===== src/rtl/mem_stage.sv =====
// mem_stage -- memory-access stage of a 5-stage MIPS pipeline.
//
// Takes the EX/MEM register outputs, resolves branches combinationally,
// runs loads/stores against a single-port data memory through a
// req/ready handshake, stalls the upstream pipeline while an access is
// outstanding, and registers the MEM/WB bundle for write-back.
//
// Handshake: the stage holds mem_req high with stable mem_we/mem_addr/
// mem_wdata from the first WAIT cycle until the cycle in which mem_ready=1
// (inclusive) or the timeout cycle. mem_rdata is sampled only in a cycle
// where mem_req=1 and mem_ready=1. mem_ready seen while mem_req=0 is ignored.
//
// Ports:
//   clk, reset           rising-edge clock, asynchronous active-low reset
//   controlBits[4:0]     {RegWrite, MemtoReg, Branch, MemRead, MemWrite}
//   addResultado         branch target
//   resultadoULA         ALU result / memory address
//   saidaRead            store data
//   saidaMux5b           destination register
//   zero                 ALU zero flag
//   pc_src, pc_target    branch decision and target (combinational)
//   stall                freeze upstream stages this cycle (combinational)
//   mem_req, mem_we,
//   mem_addr, mem_wdata  data-memory request side
//   mem_rdata, mem_ready data-memory response side
//   wb_ctrl, wb_rdata,
//   wb_alu, wb_rd        registered MEM/WB bundle
//   err                  sticky access-timeout flag
//   state_dbg            current FSM state (0 = IDLE, 1 = WAIT)

module mem_stage #(
    parameter int TIMEOUT = 15
) (
    input  logic        clk,
    input  logic        reset,
    input  logic [4:0]  controlBits,
    input  logic [31:0] addResultado,
    input  logic [31:0] resultadoULA,
    input  logic [31:0] saidaRead,
    input  logic [4:0]  saidaMux5b,
    input  logic        zero,
    output logic        pc_src,
    output logic [31:0] pc_target,
    output logic        stall,
    output logic        mem_req,
    output logic        mem_we,
    output logic [31:0] mem_addr,
    output logic [31:0] mem_wdata,
    input  logic [31:0] mem_rdata,
    input  logic        mem_ready,
    output logic [1:0]  wb_ctrl,
    output logic [31:0] wb_rdata,
    output logic [31:0] wb_alu,
    output logic [4:0]  wb_rd,
    output logic        err,
    output logic [0:0]  state_dbg
);

    localparam int CW = $clog2(TIMEOUT + 1);

    localparam logic [0:0] S_IDLE = 1'b0;
    localparam logic [0:0] S_WAIT = 1'b1;

    logic [0:0]    state;
    logic [CW-1:0] cnt;
    logic          memop;
    logic          is_write;
    logic          timed_out;

    assign memop     = controlBits[1] | controlBits[0];
    // MemWrite wins when both MemRead and MemWrite are set.
    assign is_write  = controlBits[0];
    assign timed_out = (state == S_WAIT) && !mem_ready && (cnt == CW'(TIMEOUT - 1));

    assign pc_src    = controlBits[2] & zero;
    assign pc_target = addResultado;

    assign mem_we    = is_write;
    assign mem_addr  = resultadoULA;
    assign mem_wdata = saidaRead;
    assign state_dbg = state;

    always_comb begin
        mem_req = 1'b0;
        stall   = 1'b0;
        if (state == S_IDLE) begin
            // The request is issued one cycle after arrival, so IDLE only stalls.
            stall = memop;
        end else begin
            mem_req = 1'b1;
            // Release upstream on completion, and also on the timeout cycle so
            // the dropped instruction does not wedge the pipeline.
            stall = !mem_ready && !timed_out;
        end
    end

    always_ff @(posedge clk or negedge reset) begin
        if (!reset) begin
            state    <= S_IDLE;
            cnt      <= '0;
            err      <= 1'b0;
            wb_ctrl  <= 2'b00;
            wb_rdata <= 32'h0;
            wb_alu   <= 32'h0;
            wb_rd    <= 5'd0;
        end else begin
            case (state)
                S_IDLE: begin
                    if (memop) begin
                        state   <= S_WAIT;
                        cnt     <= '0;
                        wb_ctrl <= 2'b00;
                    end else begin
                        wb_ctrl <= controlBits[4:3];
                        wb_alu  <= resultadoULA;
                        wb_rd   <= saidaMux5b;
                    end
                end
                S_WAIT: begin
                    if (mem_ready) begin
                        state   <= S_IDLE;
                        wb_ctrl <= controlBits[4:3];
                        wb_alu  <= resultadoULA;
                        wb_rd   <= saidaMux5b;
                        if (!is_write) begin
                            wb_rdata <= mem_rdata;
                        end
                    end else if (timed_out) begin
                        // Abandon the access: the instruction becomes a bubble.
                        state   <= S_IDLE;
                        err     <= 1'b1;
                        wb_ctrl <= 2'b00;
                    end else begin
                        cnt     <= cnt + CW'(1);
                        wb_ctrl <= 2'b00;
                    end
                end
                default: begin
                    state <= S_IDLE;
                end
            endcase
        end
    end

endmodule


===== config.mk =====
export PLATFORM = sky130hd
export DESIGN_NAME = mem_stage
export DESIGN_NICKNAME = d
export VERILOG_FILES = /design/src/rtl/mem_stage.sv
export SDC_FILE = /design/constraint.sdc
export NUM_CORES = 1
export LEC_CHECK = 0
export BUFFER_PORTS_ARGS = -buffer_cell sky130_fd_sc_hd__buf_2
export CORE_AREA = 8 8 115 117
export CTS_CLUSTER_DIAMETER = 100
export DETAILED_ROUTE_END_ITERATION = 16
export DIE_AREA = 0 0 123 125
export PLACE_DENSITY = 0.77
export REMOVE_ABC_BUFFERS = 1
export SLEW_MARGIN = 20
export SYNTH_ARGS = -nofsm -noshare
export SYNTH_HDL_FRONTEND = slang
export SYNTH_SLANG_ARGS = --single-unit

===== constraint.sdc =====
create_clock -name clk -period 4.4 [get_ports clk]
set_input_delay 0.44 -clock clk [delete_from_list [all_inputs] [get_ports clk]]
set_output_delay 0.44 -clock clk [all_outputs]
set_load 0.02 [all_outputs]

# ---- Yosys cells after proc, flatten, opt, wreduce, memory -nomap -nowiden
# Cells that the tools add are included.
dict set report totals {
  register_bits 77
  latch_bits 0
  ram_bits 0
  romBits 0
  inputBits 142
  out_inout_bits 173
  elab_cells 47
  memories 0
}
dict set report op_classes {
  add_sub_neg 1
  mul 0
  div_mod_pow 0
  magnitude_cmp 0
  n_eq_ne 6
  n_shift 0
  n_mux 19
  bitwise_logic 5
  reduce_logical 9
}
# operator count
set op_table {}
lappend op_table {{$mux W32} 2}
lappend op_table {{$pmux W32 S2} 1}
lappend op_table {{$mux W4} 3}
lappend op_table {{$mux W5} 2}
lappend op_table {{$ne A2 B2 Y1 const B} 5}
lappend op_table {{$pmux W5 S2} 1}
lappend op_table {{$reduce_and A3 Y1} 3}
lappend op_table {{$pmux W4 S2} 1}
lappend op_table {{$mux W1} 5}
lappend op_table {{$add A4 B1 Y4 const B} 1}
lappend op_table {{$eq A4 B4 Y1 const B} 1}
lappend op_table {{$mux W2} 2}
lappend op_table {{$pmux W2 S2} 1}
lappend op_table {{$logic_and A1 B1 Y1} 3}
lappend op_table {{$not A1 Y1} 3}
lappend op_table {{$logic_not A1 Y1} 2}
lappend op_table {{$pmux W1 S2} 1}
lappend op_table {{$reduce_and A2 Y1} 1}
lappend op_table {{$and A1 B1 Y1} 1}
lappend op_table {{$or A1 B1 Y1} 1}

# ---- Depth between registers and ports, before layout
dict set report depth {
  depth_word 6
  depth_mapped 5
  depth_no_buf 5
}

# ---- Least setup slack after synthesis
# Ideal clock, no wire load.
dict set report synth_timing {
  path_type {flip-flop to output port}
  startpoint {register state (netlist: state_dbg)}
  endpoint {output stall}
  t_arrival_ps 1221
  required_ps 3960
  setup_slack_ps 2739
  stages_incl_launch_ff 4
  n_path_buf 0
  path_cell_list {dfrtp_1 -> nor2b_1 -> nand2_1 -> nand2_1}
}
dict set report synth_between {
  elab_chain_cells 5
}
# element line
set synth_rtl {}
lappend synth_rtl {{start, declared} 64} ;# logic [0:0] state;
lappend synth_rtl {{start signal, assigned} 99} ;# state <= S_IDLE;
lappend synth_rtl {{start signal, assigned} 110} ;# state <= S_WAIT;
lappend synth_rtl {{start signal, assigned} 121} ;# state <= S_IDLE;
lappend synth_rtl {{$logic_and A1 B1 Y1 (2 in series)} 73} ;# assign timed_out = (state == S_WAIT) && !mem_ready && (cnt == CW'(TIMEOUT - 1));
lappend synth_rtl {{$logic_not A1 Y1} 93} ;# stall = !mem_ready && !timed_out;
lappend synth_rtl {{$logic_and A1 B1 Y1} 93}
lappend synth_rtl {{$mux W1 (*)} 86} ;# if (state == S_IDLE) begin
lappend synth_rtl {{end, declared} 44} ;# output logic stall,
# Mark *: on every way between the ends. The rest lies on a longest branch, timed or not.

# ---- Worst setup path in the final report
# Ends and elaborated chain as after synthesis.

==> impl_metrics.json <==
{
  "status": "complete, no violations",
  "clock_path_buffers": 2,
  "fin_skew_ns": 0.00743,
  "fmaxAchievable_ghz": 0.463,
  "synth_cell_types": 24,
  "regToRegSetupSlack_ns": 2.47,
  "hold_class": "primary input to asynchronous set/reset pin",
  "first_pass_iters": 4,
  "drc": 0,
  "cp-end-kind": "output port",
  "netlist_area_mm2": 0.00371,
  "postSynthRegisterBits": 77,
  "post_drt_wl_per_cell_um": 24.2,
  "power_density_mw_per_mm2": 651,
  "start_kind": "register",
  "yosysTopAreaCellShare": 0.519,
  "dp_hpwl_mm": 10.4,
  "fin_crit_ns": 2.16,
  "path_max_fanout": 8,
  "drtAntennaViolNets": 0,
  "place_congestion": 0.777,
  "yosys_warnings": 0,
  "period_share": 0.491,
  "yosysSeqAreaShare": 0.519,
  "synth_top_area_cell": "dfrtp_1",
  "critPathKind": "register to output port",
  "synth.avg_cell_area_um2": 13.3,
  "synth.area.top_cells": "dfrtp_1 52%, buf_4 20%, mux2_2 18%",
  "relSlewSlack": 0.355,
  "grt_setup_unrepaired": "false",
  "fin_setup_tns_ns": 0,
  "nets": 517,
  "wl_mm": 12.7,
  "tightest_slew_ns": 0.968,
  "avgViaCountPerCell": 4.64,
  "grt_pass1_vias": 2810,
  "io_pins": 315,
  "initial_utilization": 0.320,
  "drv_cap": 0,
  "clock-sinks": 77,
  "die_w_um": 123,
  "die-area_mm2": 0.0154,
  "synth_cells": 279,
  "place_area_mm2": 0.00407,
  "p_comb_frac": 0.349,
  "ctsRootBufferMaster": "clkbuf_16",
  "switchingPower_uw": 976,
  "track_usage": 0.162,
  "ir_drop_uv": 321,
  "numPortBuffers": 186,
  "drt_iter0_drc": 82,
  "finalHoldViolations": 0,
  "grt-ovfl-total": 0,
  "cts.clk_slew.worst_paths_ns": 0.06,
  "n_antenna_cell": 0,
  "via_count": 2438,
  "core_area_mm2": 0.0116,
  "antenna_found_initial": 0,
  "grt_pass1_wl_mm": 17.7,
  "internal_power_mw": 1.89,
  "critPathArrivalTime_ns": 1.72,
  "post_cts_buffers": 0,
  "htree_levels": 3,
  "p_clk_frac": 0.277,
  "cts_buffers": 9,
  "switching_share": 0.341,
  "cts.hold.buffers_added": 0,
  "die_height_um": 125,
  "leakagePower_nw": 2.23,
  "worstSkewPairLatency_ns": 0.33,
  "cts_resized": 0,
  "cp.required_ns": 3.96,
  "totalPowerFinal_mw": 2.86,
  "pwr-share-seq": 0.374,
  "setup_viol_count_final": 0,
  "final_area_mm2": 0.00440,
  "grt_max_degree": 78,
  "cts_tree": "done",
  "slew_viol_final": 0,
  "drive_above_1_share": 0.725,
  "num_rows": 40,
  "syn_to_final_growth_pct": 18.4
}
## flip-flops by register name, indices dropped and copies added (netlist names)
name       count
wb_rdata      32
cnt            4
wb_rd          5
err            1
wb_alu        32
wb_ctrl        2
state_dbg      1
## final cells by class
cell class                 instances  area, um^2
sequential                        77        1930
multi-input combinational         95        1000
timing repair buffer             188         948
fill                            1121        7210
clock buffer                      12         256
clock inverter                     4        70.1
inverter                           2        7.51
tap                              147         184
## synth_stat cells
| library cell | count |
|---|---|
| buf_4 | 98 |
| dfrtp_1 | 77 |
| mux2_2 | 61 |
| mux2_4 | 8 |
| buf_2 | 5 |
| nand2_1 | 4 |
| nor2b_1 | 3 |
| a311oi_1 | 2 |
| buf_6 | 2 |
| ha_1 | 2 |
| inv_1 | 2 |
| mux2i_1 | 2 |
| nor2_1 | 2 |
| a21boi_0 | 1 |
| a21oi_1 | 1 |
| a21oi_2 | 1 |
| a41o_1 | 1 |
| a41oi_1 | 1 |
| and2_1 | 1 |
| and4_1 | 1 |
| nand3_1 | 1 |
| nand3b_1 | 1 |
| nor3_2 | 1 |
| o21bai_1 | 1 |
## layout by cell type, fill, tap and decap left out, types with 2 or more instances in the layout
master	count
buf_2	185
dfrtp_1	77
mux2_2	61
clkbuf_16	9
mux2_4	8
nand2_1	4
nor2b_1	3
buf_4	3
inv_1	2
nor2_1	2
a311oi_1	2
mux2i_1	2
ha_1	2
bufinv_16	2
clkinv_2	2
clkbuf_8	2
## per-layer routing
| layer | global-route usage | part of all wire | vias to the layer above | wire length (um) |
|---|---|---|---|---|
| met3 | 0.160 | 0.22 | 18 | 2850 |
| met1 | 0.181 | 0.39 | 1120 | 5000 |
| met2 | 0.192 | 0.36 | 263 | 4530 |
| met5 | 0.0830 | 0.010 | - | 130 |
| li1 | - | - | 1033 | - |
| met4 | 0.0659 | 0.016 | 4 | 206 |
## worst paths after layout
| kind | startpoint | endpoint | depth (start not counted) |
|---|---|---|---|
| worst max-delay path | state_dbg | stall | 4 |
| worst min-delay path | reset | wb_rdata[12] | 1 |
| worst max register to register | state_dbg | wb_rd[4] | 4 |
| worst min register to register | err | err | 1 |
| max in group asynchronous | reset | wb_alu[28] | 1 |
| min in group clk | mem_rdata[21] | wb_rdata[21] | 2 |
## critical path, stage by stage, from the launching register on
cell and delay, ns:
dfrtp_1 0.51, nor2b_1 0.37, nand2_1 0.18, nand2_1 0.13, buf_2 0.20
## power by group through the flow
stage          registers [mW]  logic (mW)  clock network, mW
2_1_floorplan            1.36       0.307                  0
3_3_place_gp             1.06       0.999                  0
3_5_place_dp             1.08        1.02                  0
4_1_cts                  1.07        1.02              0.826
5_1_grt                  1.10        1.07              0.857
6_report                 1.07       0.999              0.793
## stage by stage
step / setup WS, ns / util / hold slack, ns / instances
after floorplan: 1.91 / - / 0.144 / 174
after global placement: 2.48 / 0.351 / 0.477 / 509
after detailed placement: 2.42 / 0.351 / 0.468 / 509
after CTS: 2.21 / 0.379 / 0.291 / 525
after global routing: 2.11 / 0.379 / 0.320 / 525
final: 2.24 / 0.379 / 0.273 / 525
## logic make-up (layout without fill, tap and decap cells)
logic type,after synthesis,after routing,share of synthesized area
buffers and inverters,107,206,0.213
DFF,77,77,0.519
muxes,71,71,0.223
and+or+nand+nor,14,14,0.0212
AOI/OAI and AO/OA,8,8,0.0175
adders and majority gates,2,2,0.00674
Power figures use the tool's default switching activity.
